--- config.mk ---
export PLATFORM = sky130hd
export DESIGN_NAME = pipe_ctrl_unit_flat
export DESIGN_NICKNAME = d
export VERILOG_FILES = /design/src/rtl/pipe_ctrl_pkg.sv /design/src/rtl/pipe_ctrl_if.sv /design/src/rtl/ctrl_decode.sv /design/src/rtl/pipe_ctrl_unit.sv /design/src/flat_wrapper.sv
export SDC_FILE = /design/constraint.sdc
export NUM_CORES = 1
export LEC_CHECK = 0
export CAP_MARGIN = 20
export CORE_MARGIN = 5
export CORE_UTILIZATION = 48
export CTS_CLUSTER_SIZE = 20
export DETAILED_ROUTE_END_ITERATION = 6
export PLACE_DENSITY_LB_ADDON = 0.05
export SETUP_SLACK_MARGIN = 0.5
export SLEW_MARGIN = 10
export SYNTH_ARGS = -nofsm -noshare
export SYNTH_HDL_FRONTEND = slang
export SYNTH_SLANG_ARGS = --single-unit
--- constraint.sdc ---
create_clock -name clk -period 6.8 [get_ports clk]
set_input_delay 1.36 -clock clk [delete_from_list [all_inputs] [get_ports clk]]
set_output_delay 1.36 -clock clk [all_outputs]
set_load 0.02 [all_outputs]
--- src/rtl/pipe_ctrl_pkg.sv ---
// Shared opcodes, control-word layout and decode payload for the pipelined MIPS control unit.
package pipe_ctrl_pkg;

    localparam int unsigned OP_W = 6;
    localparam int unsigned CW_W = 10;

    localparam logic [OP_W-1:0] OP_RTYPE = 6'b000000;
    localparam logic [OP_W-1:0] OP_LW    = 6'b100011;
    localparam logic [OP_W-1:0] OP_SW    = 6'b101011;
    localparam logic [OP_W-1:0] OP_BEQ   = 6'b000100;
    localparam logic [OP_W-1:0] OP_BNE   = 6'b000101;
    localparam logic [OP_W-1:0] OP_J     = 6'b000010;
    localparam logic [OP_W-1:0] OP_ADDI  = 6'b001000;
    localparam logic [OP_W-1:0] OP_ANDI  = 6'b001100;
    localparam logic [OP_W-1:0] OP_ORI   = 6'b001101;

    localparam int unsigned CW_MEMTOREG  = 9;
    localparam int unsigned CW_REGWRITE  = 8;
    localparam int unsigned CW_BRANCH    = 7;
    localparam int unsigned CW_BNE       = 6;
    localparam int unsigned CW_MEMREAD   = 5;
    localparam int unsigned CW_MEMWRITE  = 4;
    localparam int unsigned CW_REGDST    = 3;
    localparam int unsigned CW_ALUSRC    = 2;
    localparam int unsigned CW_ALUOP_MSB = 1;
    localparam int unsigned CW_ALUOP_LSB = 0;

    localparam logic [1:0] ALUOP_ADD   = 2'b00;
    localparam logic [1:0] ALUOP_SUB   = 2'b01;
    localparam logic [1:0] ALUOP_FUNCT = 2'b10;
    localparam logic [1:0] ALUOP_LOGIC = 2'b11;

    typedef logic [CW_W-1:0] cw_t;

    typedef struct packed {
        cw_t  cw;
        logic jump;
        logic uses_rt;
        logic illegal;
    } dec_t;

    function automatic cw_t cw_pack(
        input logic       memtoreg,
        input logic       regwrite,
        input logic       branch,
        input logic       bne,
        input logic       memread,
        input logic       memwrite,
        input logic       regdst,
        input logic       alusrc,
        input logic [1:0] aluop
    );
        cw_t cw;
        cw                            = '0;
        cw[CW_MEMTOREG]               = memtoreg;
        cw[CW_REGWRITE]               = regwrite;
        cw[CW_BRANCH]                 = branch;
        cw[CW_BNE]                    = bne;
        cw[CW_MEMREAD]                = memread;
        cw[CW_MEMWRITE]               = memwrite;
        cw[CW_REGDST]                 = regdst;
        cw[CW_ALUSRC]                 = alusrc;
        cw[CW_ALUOP_MSB:CW_ALUOP_LSB] = aluop;
        return cw;
    endfunction

endpackage

--- src/rtl/pipe_ctrl_if.sv ---
// ID-stage inputs and pipeline control/tap outputs of the control unit.
interface pipe_ctrl_if #(
    parameter int unsigned REG_AW = 5,
    parameter int unsigned CNT_W  = 16
) ();
    import pipe_ctrl_pkg::*;

    logic              valid_id;
    logic [OP_W-1:0]   op_id;
    logic [REG_AW-1:0] rs_id;
    logic [REG_AW-1:0] rt_id;
    logic [REG_AW-1:0] rd_id;
    logic              br_taken_ex;

    logic              pc_write;
    logic              ifid_write;
    logic              ifid_flush;
    logic              jump_id;
    logic              illegal_id;
    logic [CW_W-1:0]   cw_ex;
    logic [CW_W-1:0]   cw_mem;
    logic [CW_W-1:0]   cw_wb;
    logic [REG_AW-1:0] dst_ex;
    logic [REG_AW-1:0] dst_mem;
    logic [REG_AW-1:0] dst_wb;
    logic [CNT_W-1:0]  stall_cnt;
    logic [CNT_W-1:0]  flush_cnt;

    modport master (
        output valid_id, op_id, rs_id, rt_id, rd_id, br_taken_ex,
        input  pc_write, ifid_write, ifid_flush, jump_id, illegal_id,
        input  cw_ex, cw_mem, cw_wb, dst_ex, dst_mem, dst_wb,
        input  stall_cnt, flush_cnt
    );

    modport slave (
        input  valid_id, op_id, rs_id, rt_id, rd_id, br_taken_ex,
        output pc_write, ifid_write, ifid_flush, jump_id, illegal_id,
        output cw_ex, cw_mem, cw_wb, dst_ex, dst_mem, dst_wb,
        output stall_cnt, flush_cnt
    );
endinterface

--- src/rtl/ctrl_decode.sv ---
// Combinational opcode decoder: control word, jump, rt-as-source and illegal flags.
module ctrl_decode
    import pipe_ctrl_pkg::*;
(
    input  logic            i_valid,
    input  logic [OP_W-1:0] i_op,
    output dec_t            o_dec
);

    always_comb begin
        o_dec         = '0;
        // rt is read as a source whenever the opcode compares or stores it
        o_dec.uses_rt = (i_op == OP_RTYPE) || (i_op == OP_SW) ||
                        (i_op == OP_BEQ)   || (i_op == OP_BNE);
        if (i_valid) begin
            case (i_op)
                OP_RTYPE: o_dec.cw = cw_pack(1'b0, 1'b1, 1'b0, 1'b0, 1'b0, 1'b0, 1'b1, 1'b0, ALUOP_FUNCT);
                OP_LW:    o_dec.cw = cw_pack(1'b1, 1'b1, 1'b0, 1'b0, 1'b1, 1'b0, 1'b0, 1'b1, ALUOP_ADD);
                OP_SW:    o_dec.cw = cw_pack(1'b0, 1'b0, 1'b0, 1'b0, 1'b0, 1'b1, 1'b0, 1'b1, ALUOP_ADD);
                OP_BEQ:   o_dec.cw = cw_pack(1'b0, 1'b0, 1'b1, 1'b0, 1'b0, 1'b0, 1'b0, 1'b0, ALUOP_SUB);
                OP_BNE:   o_dec.cw = cw_pack(1'b0, 1'b0, 1'b1, 1'b1, 1'b0, 1'b0, 1'b0, 1'b0, ALUOP_SUB);
                OP_ADDI:  o_dec.cw = cw_pack(1'b0, 1'b1, 1'b0, 1'b0, 1'b0, 1'b0, 1'b0, 1'b1, ALUOP_ADD);
                OP_ANDI,
                OP_ORI:   o_dec.cw = cw_pack(1'b0, 1'b1, 1'b0, 1'b0, 1'b0, 1'b0, 1'b0, 1'b1, ALUOP_LOGIC);
                OP_J:     o_dec.jump = 1'b1;
                default:  o_dec.illegal = 1'b1;
            endcase
        end
    end

endmodule

--- src/rtl/pipe_ctrl_unit.sv ---
// Pipelined control unit: decode, load-use stall, branch/jump flush, ID/EX..MEM/WB control regs, perf counters.
module pipe_ctrl_unit
    import pipe_ctrl_pkg::*;
#(
    parameter int unsigned REG_AW    = 5,
    parameter bit          HAZARD_EN = 1'b1,
    parameter int unsigned CNT_W     = 16
) (
    input  logic      clk,
    input  logic      rst_n,
    pipe_ctrl_if.slave bus
);

    dec_t              w_dec;
    logic [REG_AW-1:0] w_dst_id;
    logic              w_hazard;
    logic              w_stall;
    logic              w_flush;
    logic              w_bubble;

    cw_t               r_cw_ex;
    cw_t               r_cw_mem;
    cw_t               r_cw_wb;
    logic [REG_AW-1:0] r_dst_ex;
    logic [REG_AW-1:0] r_dst_mem;
    logic [REG_AW-1:0] r_dst_wb;
    logic [CNT_W-1:0]  r_stall_cnt;
    logic [CNT_W-1:0]  r_flush_cnt;

    ctrl_decode u_decode (
        .i_valid (bus.valid_id),
        .i_op    (bus.op_id),
        .o_dec   (w_dec)
    );

    // Hazard, flush and bubble selection; a taken branch overrides the stall
    always_comb begin
        w_dst_id = w_dec.cw[CW_REGDST] ? bus.rd_id : bus.rt_id;
        w_hazard = HAZARD_EN && r_cw_ex[CW_MEMREAD] && (r_dst_ex != '0) &&
                   ((r_dst_ex == bus.rs_id) || (w_dec.uses_rt && (r_dst_ex == bus.rt_id)));
        w_stall  = w_hazard && !bus.br_taken_ex;
        w_flush  = bus.br_taken_ex || (w_dec.jump && !w_hazard);
        w_bubble = w_hazard || bus.br_taken_ex;
    end

    assign bus.pc_write   = !w_stall;
    assign bus.ifid_write = !w_stall;
    assign bus.ifid_flush = w_flush;
    assign bus.jump_id    = w_dec.jump;
    assign bus.illegal_id = w_dec.illegal;
    assign bus.cw_ex      = r_cw_ex;
    assign bus.cw_mem     = r_cw_mem;
    assign bus.cw_wb      = r_cw_wb;
    assign bus.dst_ex     = r_dst_ex;
    assign bus.dst_mem    = r_dst_mem;
    assign bus.dst_wb     = r_dst_wb;
    assign bus.stall_cnt  = r_stall_cnt;
    assign bus.flush_cnt  = r_flush_cnt;

    // Stage registers; the destination is cleared whenever the control word is a bubble
    always_ff @(posedge clk) begin
        if (!rst_n) begin
            r_cw_ex   <= '0;
            r_cw_mem  <= '0;
            r_cw_wb   <= '0;
            r_dst_ex  <= '0;
            r_dst_mem <= '0;
            r_dst_wb  <= '0;
        end else begin
            if (w_bubble || (w_dec.cw == '0)) begin
                r_cw_ex  <= '0;
                r_dst_ex <= '0;
            end else begin
                r_cw_ex  <= w_dec.cw;
                r_dst_ex <= w_dst_id;
            end
            r_cw_mem  <= r_cw_ex;
            r_dst_mem <= r_dst_ex;
            r_cw_wb   <= r_cw_mem;
            r_dst_wb  <= r_dst_mem;
        end
    end

    // Saturating performance counters
    always_ff @(posedge clk) begin
        if (!rst_n) begin
            r_stall_cnt <= '0;
            r_flush_cnt <= '0;
        end else begin
            if (w_stall && (r_stall_cnt != '1)) begin
                r_stall_cnt <= r_stall_cnt + CNT_W'(1);
            end
            if (w_flush && (r_flush_cnt != '1)) begin
                r_flush_cnt <= r_flush_cnt + CNT_W'(1);
            end
        end
    end

endmodule

--- src/flat_wrapper.sv ---
// flat-port wrapper written by rule: the top's interface ports become plain ports
module pipe_ctrl_unit_flat import pipe_ctrl_pkg::*;
#(
    parameter int unsigned REG_AW    = 5,
    parameter bit          HAZARD_EN = 1'b1,
    parameter int unsigned CNT_W     = 16
)
  (clk, rst_n, bus_valid_id, bus_op_id, bus_rs_id, bus_rt_id, bus_rd_id, bus_br_taken_ex, bus_pc_write, bus_ifid_write, bus_ifid_flush, bus_jump_id, bus_illegal_id, bus_cw_ex, bus_cw_mem, bus_cw_wb, bus_dst_ex, bus_dst_mem, bus_dst_wb, bus_stall_cnt, bus_flush_cnt);
  pipe_ctrl_if #(.REG_AW(REG_AW), .CNT_W(CNT_W)) bus_i ();
  input  logic clk;
  input  logic rst_n;
  input wire logic [$bits(bus_i.valid_id)-1:0] bus_valid_id;
  input wire logic [$bits(bus_i.op_id)-1:0] bus_op_id;
  input wire logic [$bits(bus_i.rs_id)-1:0] bus_rs_id;
  input wire logic [$bits(bus_i.rt_id)-1:0] bus_rt_id;
  input wire logic [$bits(bus_i.rd_id)-1:0] bus_rd_id;
  input wire logic [$bits(bus_i.br_taken_ex)-1:0] bus_br_taken_ex;
  output wire logic [$bits(bus_i.pc_write)-1:0] bus_pc_write;
  output wire logic [$bits(bus_i.ifid_write)-1:0] bus_ifid_write;
  output wire logic [$bits(bus_i.ifid_flush)-1:0] bus_ifid_flush;
  output wire logic [$bits(bus_i.jump_id)-1:0] bus_jump_id;
  output wire logic [$bits(bus_i.illegal_id)-1:0] bus_illegal_id;
  output wire logic [$bits(bus_i.cw_ex)-1:0] bus_cw_ex;
  output wire logic [$bits(bus_i.cw_mem)-1:0] bus_cw_mem;
  output wire logic [$bits(bus_i.cw_wb)-1:0] bus_cw_wb;
  output wire logic [$bits(bus_i.dst_ex)-1:0] bus_dst_ex;
  output wire logic [$bits(bus_i.dst_mem)-1:0] bus_dst_mem;
  output wire logic [$bits(bus_i.dst_wb)-1:0] bus_dst_wb;
  output wire logic [$bits(bus_i.stall_cnt)-1:0] bus_stall_cnt;
  output wire logic [$bits(bus_i.flush_cnt)-1:0] bus_flush_cnt;
  assign bus_i.valid_id = bus_valid_id;
  assign bus_i.op_id = bus_op_id;
  assign bus_i.rs_id = bus_rs_id;
  assign bus_i.rt_id = bus_rt_id;
  assign bus_i.rd_id = bus_rd_id;
  assign bus_i.br_taken_ex = bus_br_taken_ex;
  assign bus_pc_write = bus_i.pc_write;
  assign bus_ifid_write = bus_i.ifid_write;
  assign bus_ifid_flush = bus_i.ifid_flush;
  assign bus_jump_id = bus_i.jump_id;
  assign bus_illegal_id = bus_i.illegal_id;
  assign bus_cw_ex = bus_i.cw_ex;
  assign bus_cw_mem = bus_i.cw_mem;
  assign bus_cw_wb = bus_i.cw_wb;
  assign bus_dst_ex = bus_i.dst_ex;
  assign bus_dst_mem = bus_i.dst_mem;
  assign bus_dst_wb = bus_i.dst_wb;
  assign bus_stall_cnt = bus_i.stall_cnt;
  assign bus_flush_cnt = bus_i.flush_cnt;
  pipe_ctrl_unit #(.REG_AW(REG_AW), .HAZARD_EN(HAZARD_EN), .CNT_W(CNT_W)) u_core (.clk(clk), .rst_n(rst_n), .bus(bus_i));
endmodule
## Word-level counts from Yosys, hierarchy flattened

Index checks and enable logic that the tools add are counted.

| cells by class | value |
|---|---|
| equality and inequality tests | 12 |
| $add $sub $neg | 2 |
| bitwise logic cells | 1 |
| reduce and logical (&&, ||, !) cells | 23 |
| muxes and demuxes | 6 |

Operators with widths:

| kind | number |
|---|---|
| 10-bit one-hot mux with 7 select lines | 1 |
| 16-bit by 1-bit adder with 16-bit output (second input constant) | 2 |
| 16-bit inequality test (second input constant) | 2 |
| 6-bit by 4-bit == test with 1-bit output (second input constant) | 3 |
| 6-bit by 3-bit == test with 1-bit output (second input constant) | 2 |
| 6-bit == test (second input constant) | 2 |
| 11-bit 2-to-1 mux | 1 |
| 5-bit == test | 2 |
| 10-bit logical NOT | 1 |
| 9-bit OR reduction | 1 |
| 1-bit logical AND | 7 |
| 1-bit logical OR | 7 |
| 6-bit by 2-bit == test with 1-bit output (second input constant) | 1 |
| 6-bit logical NOT | 1 |
| 5-bit 2-to-1 mux | 1 |
| 5-bit nonzero test | 1 |
| 2-bit OR reduction | 2 |
| 1-bit logical NOT | 3 |
| 1-bit 2-to-1 mux | 3 |
| 1-bit inverter | 1 |

| storage, ports and cells | value |
|---|---|
| bits of input ports | 25 |
| output and inout port bits | 82 |
| register bits after elaboration | 77 |
| logic and storage cells | 52 |

## Logic depth before layout (Yosys ltp)

Gate-level depths: netlist of the first run.

| depth | value |
|---|---|
| word-level depth | 11 |
| depth in mapped cells | 9 |
| gate-level depth less buffers | 7 |

## Modules after synthesis

Synthesis of the first run repeated with hierarchy kept, for this count alone.

| second synthesis, totals | value |
|---|---|
| cells, all modules | 358 |
| area, all modules | 3315.7 sq um |

Modules (own cells, without submodules):

| module | seq. area each (sq um) | area an instance (sq um) | cells an instance | instances |
|---|---|---|---|---|
| pipe_ctrl_unit | 1541.5 | 3123.0 | 325 | 1 |
| ctrl_decode | 0.0 | 192.7 | 33 | 1 |

## Worst setup path after synthesis of the first run

OpenSTA, ideal clock, no wires.

| timing | value |
|---|---|
| path kind | input to output |
| start | input port bus_op_id[3] |
| end | output port bus_pc_write |
| data arrival time | 3.377 ns |
| stages on the path | 7 |
| slack | 2.063 ns |
| buffers on the path | 4 |
| required time | 5.440 ns |
| cell sequence | buf_2 > or4_1 > a2111o_1 > a211o_1 > buf_6 > clkbuf_1 > buf_4 |

| between the ends | value |
|---|---|
| longest elaborated chain between the ends | 9 |

RTL lines:

| item | line | text |
|---|---|---|
| start, declared | flat_wrapper.sv:13 | `input wire logic [$bits(bus_i.op_id)-1:0] bus_op_id;` |
| 6-bit == test or 6-bit logical NOT (tied branches) | ctrl_decode.sv:13 | `o_dec.uses_rt = (i_op == OP_RTYPE) \|\| (i_op == OP_SW) \|\|` |
| 1-bit logical OR (2 in series) | ctrl_decode.sv:13 |  |
| 1-bit logical OR * | ctrl_decode.sv:14 | `(i_op == OP_BEQ) \|\| (i_op == OP_BNE);` |
| 1-bit logical AND * | pipe_ctrl_unit.sv:40 | `((r_dst_ex == bus.rs_id) \|\| (w_dec.uses_rt && (r_dst_ex == bus.rt_id)));` |
| 1-bit logical OR * | pipe_ctrl_unit.sv:40 |  |
| 1-bit logical AND * | pipe_ctrl_unit.sv:39 | `w_hazard = HAZARD_EN && r_cw_ex[CW_MEMREAD] && (r_dst_ex != '0) &&` |
| 1-bit logical AND * | pipe_ctrl_unit.sv:41 | `w_stall = w_hazard && !bus.br_taken_ex;` |
| 1-bit logical NOT * | -- |  |
| end, declared | flat_wrapper.sv:18 | `output wire logic [$bits(bus_i.pc_write)-1:0] bus_pc_write;` |

Mark *: on every way between the ends. The rest lies on a longest branch, timed or not.

## Worst setup path in the final report of the first run

| timing | value |
|---|---|
| start | input port bus_op_id[1] |
| end | output port bus_pc_write |

| between the ends | value |
|---|---|
| longest elaborated chain between the ends | 9 |

RTL lines:

| item | line | text |
|---|---|---|
| 6-bit == test or 6-bit logical NOT (tied branches) | ctrl_decode.sv:13 |  |
| 1-bit logical OR (2 in series) | ctrl_decode.sv:13 |  |
| 1-bit logical OR * | ctrl_decode.sv:14 |  |
| 1-bit logical AND * | pipe_ctrl_unit.sv:40 |  |
| 1-bit logical OR * | pipe_ctrl_unit.sv:40 |  |
| 1-bit logical AND * | pipe_ctrl_unit.sv:39 |  |
| 1-bit logical AND * | pipe_ctrl_unit.sv:41 |  |
| 1-bit logical NOT * | pipe_ctrl_unit.sv:46 | `assign bus.pc_write = !w_stall;` |

Marks and branches as above.

==> metrics.md, run 1 <==
| Metric | Value |
|---|---|
| Synthesized instance count | between 300 and 400 |
| DR WL/cell | 14.28 um |
| DP Worst Slack | 1211 ps |
| WP data required | 5440 ps |
| Fin. max-slew vios | 0 |
| Placer Congestion | 0.8331 |
| # setup viols final | 0 |
| Reg area | about 1500 sq um |
| Number of global-route vias before repair | roughly 2,500 |
| Via count | approximately 2,800 |
| Initial antenna violation count | 0 |
| H-tree levels | 3 |
| Drt pass-1 iters | 4 |
| Syn nets | 363 |
| Max stage delay on crit path | roughly 670 ps |
| Share of cells above drive strength 1 | ~4.3% |
| Status | finished, final reports clean |
| RR Startpoint | u_core.bus.dst_ex[4]$_SDFF_PP0_ |
| P_sw | between 200 and 250 uW |
| DRC | 0 |
| CP startpoint kind | primary input |
| Buffers & Inverters on Critical Path | 2 |
| Post-synthesis sequential area ratio | between 40 and 50% |
| Final setup margin | between 1000 and 1500 ps |
| Antenna cells | 0 |
| CTS tree | built |
| Core area | roughly 6300 sq um |
| Clk network pwr share | around two fifths |
| Syn Std Cell Area | 3080 sq um |
| First-pass GRT wire length | between 10 and 15 mm |
| Biggest area consumer among synthesized cells | dfxtp_1 |
| Final period util | ~80% |
| Bufs on Longest Clock Path | 2 |
| Synth top area share | 48.09% |
| Most frequent CP cell | clkdlybuf4s50_1 |
| CP arrival | between 4000 and 5000 ps |
| Grt ovf | 0 |
| CTS Root Cell | clkbuf_8 |
| Number of synthesized flops with an enable pin | 0 |
| Total GRT Usage | around 18% |
| RSZ-0062 raised after global routing | no |
| Crit-path slowest cell | clkdlybuf4s50_1 |
| Die ar. | 8120 sq um |
| Async SR Flop Fraction | 0% |
| Area contributors post-synth | dfxtp_1 (48%), and2_1 (5.7%), or4_1 (5.4%) |
| CTS resizes | 0 |
| Cell Chain, Critical Path | clkdlybuf4s50_1 -> or4_1 -> a2111o_1 -> a211o_1 -> clkdlybuf4s50_1 |
| Crit path from | bus_op_id[1] |
| VDD IR max | roughly 0.14 mV |
| Setup CP Type | in2out |
| Static Leak | around 0.0014 uW |
| Sw Ratio | between 20% and 30% |
| Setup Buffers After CTS | 0 |
| Max Cap Viol | 0 |
| Cell Rows | 29 |
| Worst setup EP type | output pin |
| Ports | 107 |
| Nets@finish | about 460 |
| Worst skew pair latency | 340 ps |
| Fmax | 178.7 MHz |
| Port Buffers | 106 |
| Layout area overhead | 40.50% |
| Antenna violation net count after detailed routing | 0 |
| Clock Sinks | 74 |
| DR iter-0 viols | 90 |
| Mean post-synth cell area | 9.168 sq um |
| Via-to-Cell Ratio | about 5.4 |
| Final hold viol count | 0 |
| Hold_buf cts | 0 |
| YS warnings | 0 |
| CTS Buf Count | 9 |
| R2r setup slk | between 4000 and 5000 ps |
| Post-synth top flop | dfxtp_1 |
| Final min period | 5595 ps |
| Power per cell area | 185.0 nW/um^2 |
| TNS Setup | 0 ps |
| Die W | between 90 and 100 um |
| Final WL | 7.383 mm |
| Worst-path fanout max | 34 |
| Worst Clk Skew | 12.16 ps |
| P_int | just under 600 uW |
| DPL Wire Length | 5.272 mm |
| Comb power frac | 6.1% |
| Cell family with most CP delay | buffers and inverters |
| Footprint of the multi-input gates | approximately 1500 sq um |
| Worst-margin pin slew | 961.0 ps |
| Worst Hold Class | reg2reg |
| Pin count of the biggest net entering global routing | 38 |
| #FFs+latches synth | 74 |
| Sequential Power Share | 54.7% |
| Worst relative slew slack | ~36% |
| HP Start | u_core.bus.dst_mem[4]$_SDFF_PN0_ |
| Filler Cells Inserted | 520 |
| Number of distinct library cells after synthesis | a little over 40 |
| Initial Util | approximately half |
| Die Y | 90.11 um |
| Clock-pin slew on the worst setup and hold paths | around 80 ps |
-- flip-flops by register name, indices dropped and copies added (netlist names) --
signal                cells
u_core.bus.flush_cnt     16
u_core.bus.cw_ex          9
u_core.bus.cw_mem         9
u_core.bus.dst_mem        5
u_core.bus.dst_wb         5
u_core.bus.dst_ex         5
u_core.bus.cw_wb          9
u_core.bus.stall_cnt     16
-- final cells by class --
cell class | count | share of cell area [%]
clock inverter | 7 | 1.359
timing repair buffer | 108 | 24.86
clock buffer | 9 | 2.862
inverter | 7 | 0.6071
sequential | 74 | 34.23
tap | 77 | 2.226
multi-input combinational | 235 | 33.85
-- synthesized netlist by cell type, types with 5 or more instances --
cell and n:
dfxtp_1 74, a21oi_1 29, and2_1 28, or4_1 22, nor2_1 20, o31ai_1 20, nand2_1 19, nand3_1 15
clkbuf_1 12, mux2i_1 9, o21ai_0 9, nand4_1 8, xor2_1 8, inv_1 7, or3_1 7, nand2b_1 5
nor4_1 5
-- cells by family after synthesis --
group / after synthesis / synth area share [%]
compound gates: 68 / 13.65
xor+xnor: 12 / 3.412
fa+ha+maj: 2 / 0.8122
buf+inv: 27 / 4.346
flops: 74 / 48.09
mux: 9 / 2.925
simple gates: 144 / 26.77
-- placed cells by master, fill, tap and decap left out, types with 3 or more instances in the layout --
master,synthesis,layout
inv_1,7,7
or3_1,7,7
xor2_1,8,8
and3_1,3,3
nor2_1,20,20
xnor2_1,4,4
clkinvlp_4,0,4
o21ai_0,9,9
nand3_1,15,15
nor3_1,3,3
a21oi_1,29,29
mux2i_1,9,9
dfxtp_1,74,74
nor4_1,5,5
and2_1,28,28
clkbuf_8,0,9
or4_1,22,22
o31ai_1,20,20
nand4_1,8,8
clkdlybuf4s50_1,0,106
nand2_1,19,19
nand2b_1,5,5
-- power by group through the flow --
stage               combinational, uW  clock (uW)  sequential (uW)
floorplan                        21.7           0              450
global placement                 48.3           0              448
detailed placement               49.1           0              448
CTS                              49.4         322              438
global route                     53.3         341              439
finish                           49.0         314              438
-- metrics by stage --
stage	utilization (%)	power (uW)	area, sq um	hold slack, ps	cells
final	68.55	800.5	4328	463.3	517
after global routing	68.55	833.0	4328	484.4	517
after CTS	68.55	809.7	4328	463.7	517
after detailed placement	65.66	497.3	4145	446.2	501
after global placement	65.66	496.5	4145	440.3	501
after floorplan	-	471.2	3080	552.1	336
-- layer usage --
layer  global-route usage, %  part of all wire (%)
met1                   21.76                    43
met4                   7.816                   1.8
met3                   6.344                   7.9
met2                   28.29                    47
met5                       0                     0
-- path summary, 6_finish.rpt --
check,cells past startpoint,endpoint
min,1,u_core.bus.dst_wb[4]$_SDFF_PN0_
max reg2reg,6,u_core.bus.stall_cnt[4]$_SDFFE_PN0P_
min reg2reg,1,u_core.bus.dst_wb[4]$_SDFF_PN0_
max,5,bus_pc_write
(Power assumes the default switching activity.)
==> run 2: changes to the inputs <==
--- a/config.mk
+++ b/config.mk
@@ -7,7 +7,7 @@
 export LEC_CHECK = 0
 export CAP_MARGIN = 20
 export CORE_MARGIN = 5
-export CORE_UTILIZATION = 48
+export CORE_UTILIZATION = 45
 export CTS_CLUSTER_SIZE = 20
 export DETAILED_ROUTE_END_ITERATION = 6
 export PLACE_DENSITY_LB_ADDON = 0.05
==> constraint.sdc (replaced) <==
create_clock -name clk -period 5.6 [get_ports clk]
set_input_delay 1.12 -clock clk [delete_from_list [all_inputs] [get_ports clk]]
set_output_delay 1.12 -clock clk [all_outputs]
set_load 0.02 [all_outputs]
==> metrics.md, run 2 (synthesis results as in run 1) <==
| Metric | Value |
|---|---|
| Cell family with most CP delay | buffers and inverters |
| TNS Setup | 0 ps |
| P_int | about 780 uW |
| Post-route cell area | between 4000 and 5000 sq um |
| Clock Sinks | 74 |
| Final period util | 86.04% |
| Cell Chain, Critical Path | clkdlybuf4s50_1 -> nor2b_1 -> or4_1 -> a2111o_1 -> a211o_1 -> clkdlybuf4s50_1 |
| Comb power frac | 5.9% |
| Drt pass-1 iters | 4 |
| Power per cell area | 231.5 nW/um^2 |
| Grt ovf | 0 |
| CTS resizes | 0 |
| Worst Clk Skew | between 5 and 6 ps |
| Final hold viol count | 0 |
| Worst-margin pin slew | about 970 ps |
| Antenna cells | 0 |
| Die Y | roughly 93 um |
| Crit-path slowest cell | clkdlybuf4s50_1 |
| Core area | between 6000 and 7000 sq um |
| Clk network pwr share | 41.4% |
| Bufs on Longest Clock Path | 2 |
| Worst Hold Class | reg2reg |
| Antenna violation net count after detailed routing | 0 |
| Worst-path fanout max | 10 |
| Number of global-route vias before repair | 2,692 |
| DR WL/cell | ~14 um |
| Die ar. | between 8000 and 9000 sq um |
| Setup CP Type | in2out |
| Fmax | slightly above 200 MHz |
| CP arrival | 3700 ps |
| Placer Congestion | roughly 0.83 |
| Share of cells above drive strength 1 | about 4.5% |
| Static Leak | 0.001470 uW |
| Worst skew pair latency | between 300 and 400 ps |
| CTS Root Cell | clkbuf_8 |
| Die W | 92.74 um |
| Total GRT Usage | 17.54% |
| Commonest non-fill, non-tap cell in the layout | clkdlybuf4s50_1 |
| Hold_buf cts | 0 |
| First-pass GRT wire length | ~12 mm |
| Pin count of the biggest net entering global routing | 31 |
| Clock-pin slew on the worst setup and hold paths | 80 ps |
| Setup Buffers After CTS | 0 |
| # setup viols final | 0 |
| Initial Util | between 40% and 50% |
| Sequential Power Share | ~53% |
| Cell Rows | 30 |
| Cells after DPL | approximately 510 |
| Buffers & Inverters on Critical Path | 2 |
| Final min period | approximately 4800 ps |
| Port Buffers | approximately 110 |
| Via count | ~2,800 |
| Most frequent cells in the layout | clkdlybuf4s50_1 (106), dfxtp_1 (74), a21oi_1 (29) |
| Filler Cells Inserted | about 580 |
| CP startpoint kind | primary input |
| Ports | 107 |
| Final WL | 7.396 mm |
| VDD IR max | ~0.18 mV |
| H-tree levels | 3 |
| Layout area overhead | 41.51% |
| Most frequent CP cell | clkdlybuf4s50_1 |
| Max stage delay on crit path | 590 ps |
| CTS Buf Count | 9 |
| P_sw | approximately 230 uW |
| WP data required | 4480 ps |
| Max Cap Viol | 0 |
| Via-to-Cell Ratio | 5.359 |
| Worst relative slew slack | between 30% and 40% |
| DR iter-0 viols | 90 |
| Worst setup EP type | output pin |
| Placed cell areas | ~4200 sq um |
| Nets@finish | between 400 and 500 |
| Status | finished, final reports clean |
| CTS tree | built |
| Fin. max-slew vios | 0 |
| DPL Wire Length | around 5.4 mm |
| Initial antenna violation count | 0 |
| DRC | 0 |
| Sw Ratio | a little under a quarter |
| RSZ-0062 raised after global routing | no |
| Layout Cells excl Fill | around 520 |
-- run 2: changes by cell type in the layout (fill, tap and decap cells not counted), sizes merged --
cell,change
buf,+1
inv,-2
clkbuf,+1
clkinvlp,-3
clkinv,+3
bufinv,+1
-- run 2: per-stage QoR --
step	power (uW)	hold slack [ps]	setup slack, ps	utilization (%)
finish	1009	460.7	781.9	64.88
floorplan	572.2	552.1	1343	-
global placement	603.2	437.3	794.8	61.86
global route	1051	480.9	674.3	64.88
CTS	1022	463.8	779.4	64.88
detailed placement	604.0	441.6	785.5	61.86
-- run 2: layer usage --
layer	up-vias	share of wire (%)	global-route usage (%)
li1	1424	-	-
met1	1266	45	21.57
met2	92	46	28.64
met3	10	7.9	5.524
met4	0	1.1	6.716
met5	-	0	0
-- run 2: path summary, 6_finish.rpt --
path	startpoint	end	slack, ps	cells past startpoint
max	bus_op_id[0]	bus_ifid_write	780	6
min	u_core.bus.cw_mem[8]$_SDFF_PN0_	u_core.bus.cw_wb[8]$_SDFF_PN0_	460	1
max reg2reg	u_core.bus.dst_ex[2]$_SDFF_PP0_	u_core.bus.stall_cnt[5]$_SDFFE_PN0P_	3040	7
min reg2reg	u_core.bus.cw_mem[8]$_SDFF_PN0_	u_core.bus.cw_wb[8]$_SDFF_PN0_	460	1
-- run 2: cell type report --
class	instances	area (sq um)	share of cell area [%]
timing repair buffer	109	1084	24.86
inverter	7	26.28	0.6028
clock buffer	10	137.6	3.157
sequential	74	1481	33.98
tap	80	100.1	2.296
clock inverter	6	65.06	1.493
multi-input combinational	235	1465	33.61
-- run 2: power by group through the flow --
| stage | clock network (uW) | logic, uW | registers, uW |
|---|---|---|---|
| global placement | 0 | 59.0 | 544 |
| detailed placement | 0 | 59.8 | 544 |
| global route | 453 | 65.7 | 533 |
| finish | 418 | 59.5 | 532 |
| CTS | 430 | 60.2 | 532 |
| floorplan | 0 | 26.3 | 546 |
-- run 2: worst reg2reg max path: cells and delay by family (launching register included) --
kind,cells,cell delay [ps]
xor gates and xnor gates,1,160
DFF,1,430
and+or+nand+nor,2,660
AOI/OAI and AO/OA,3,970
buffers and inverters,1,260
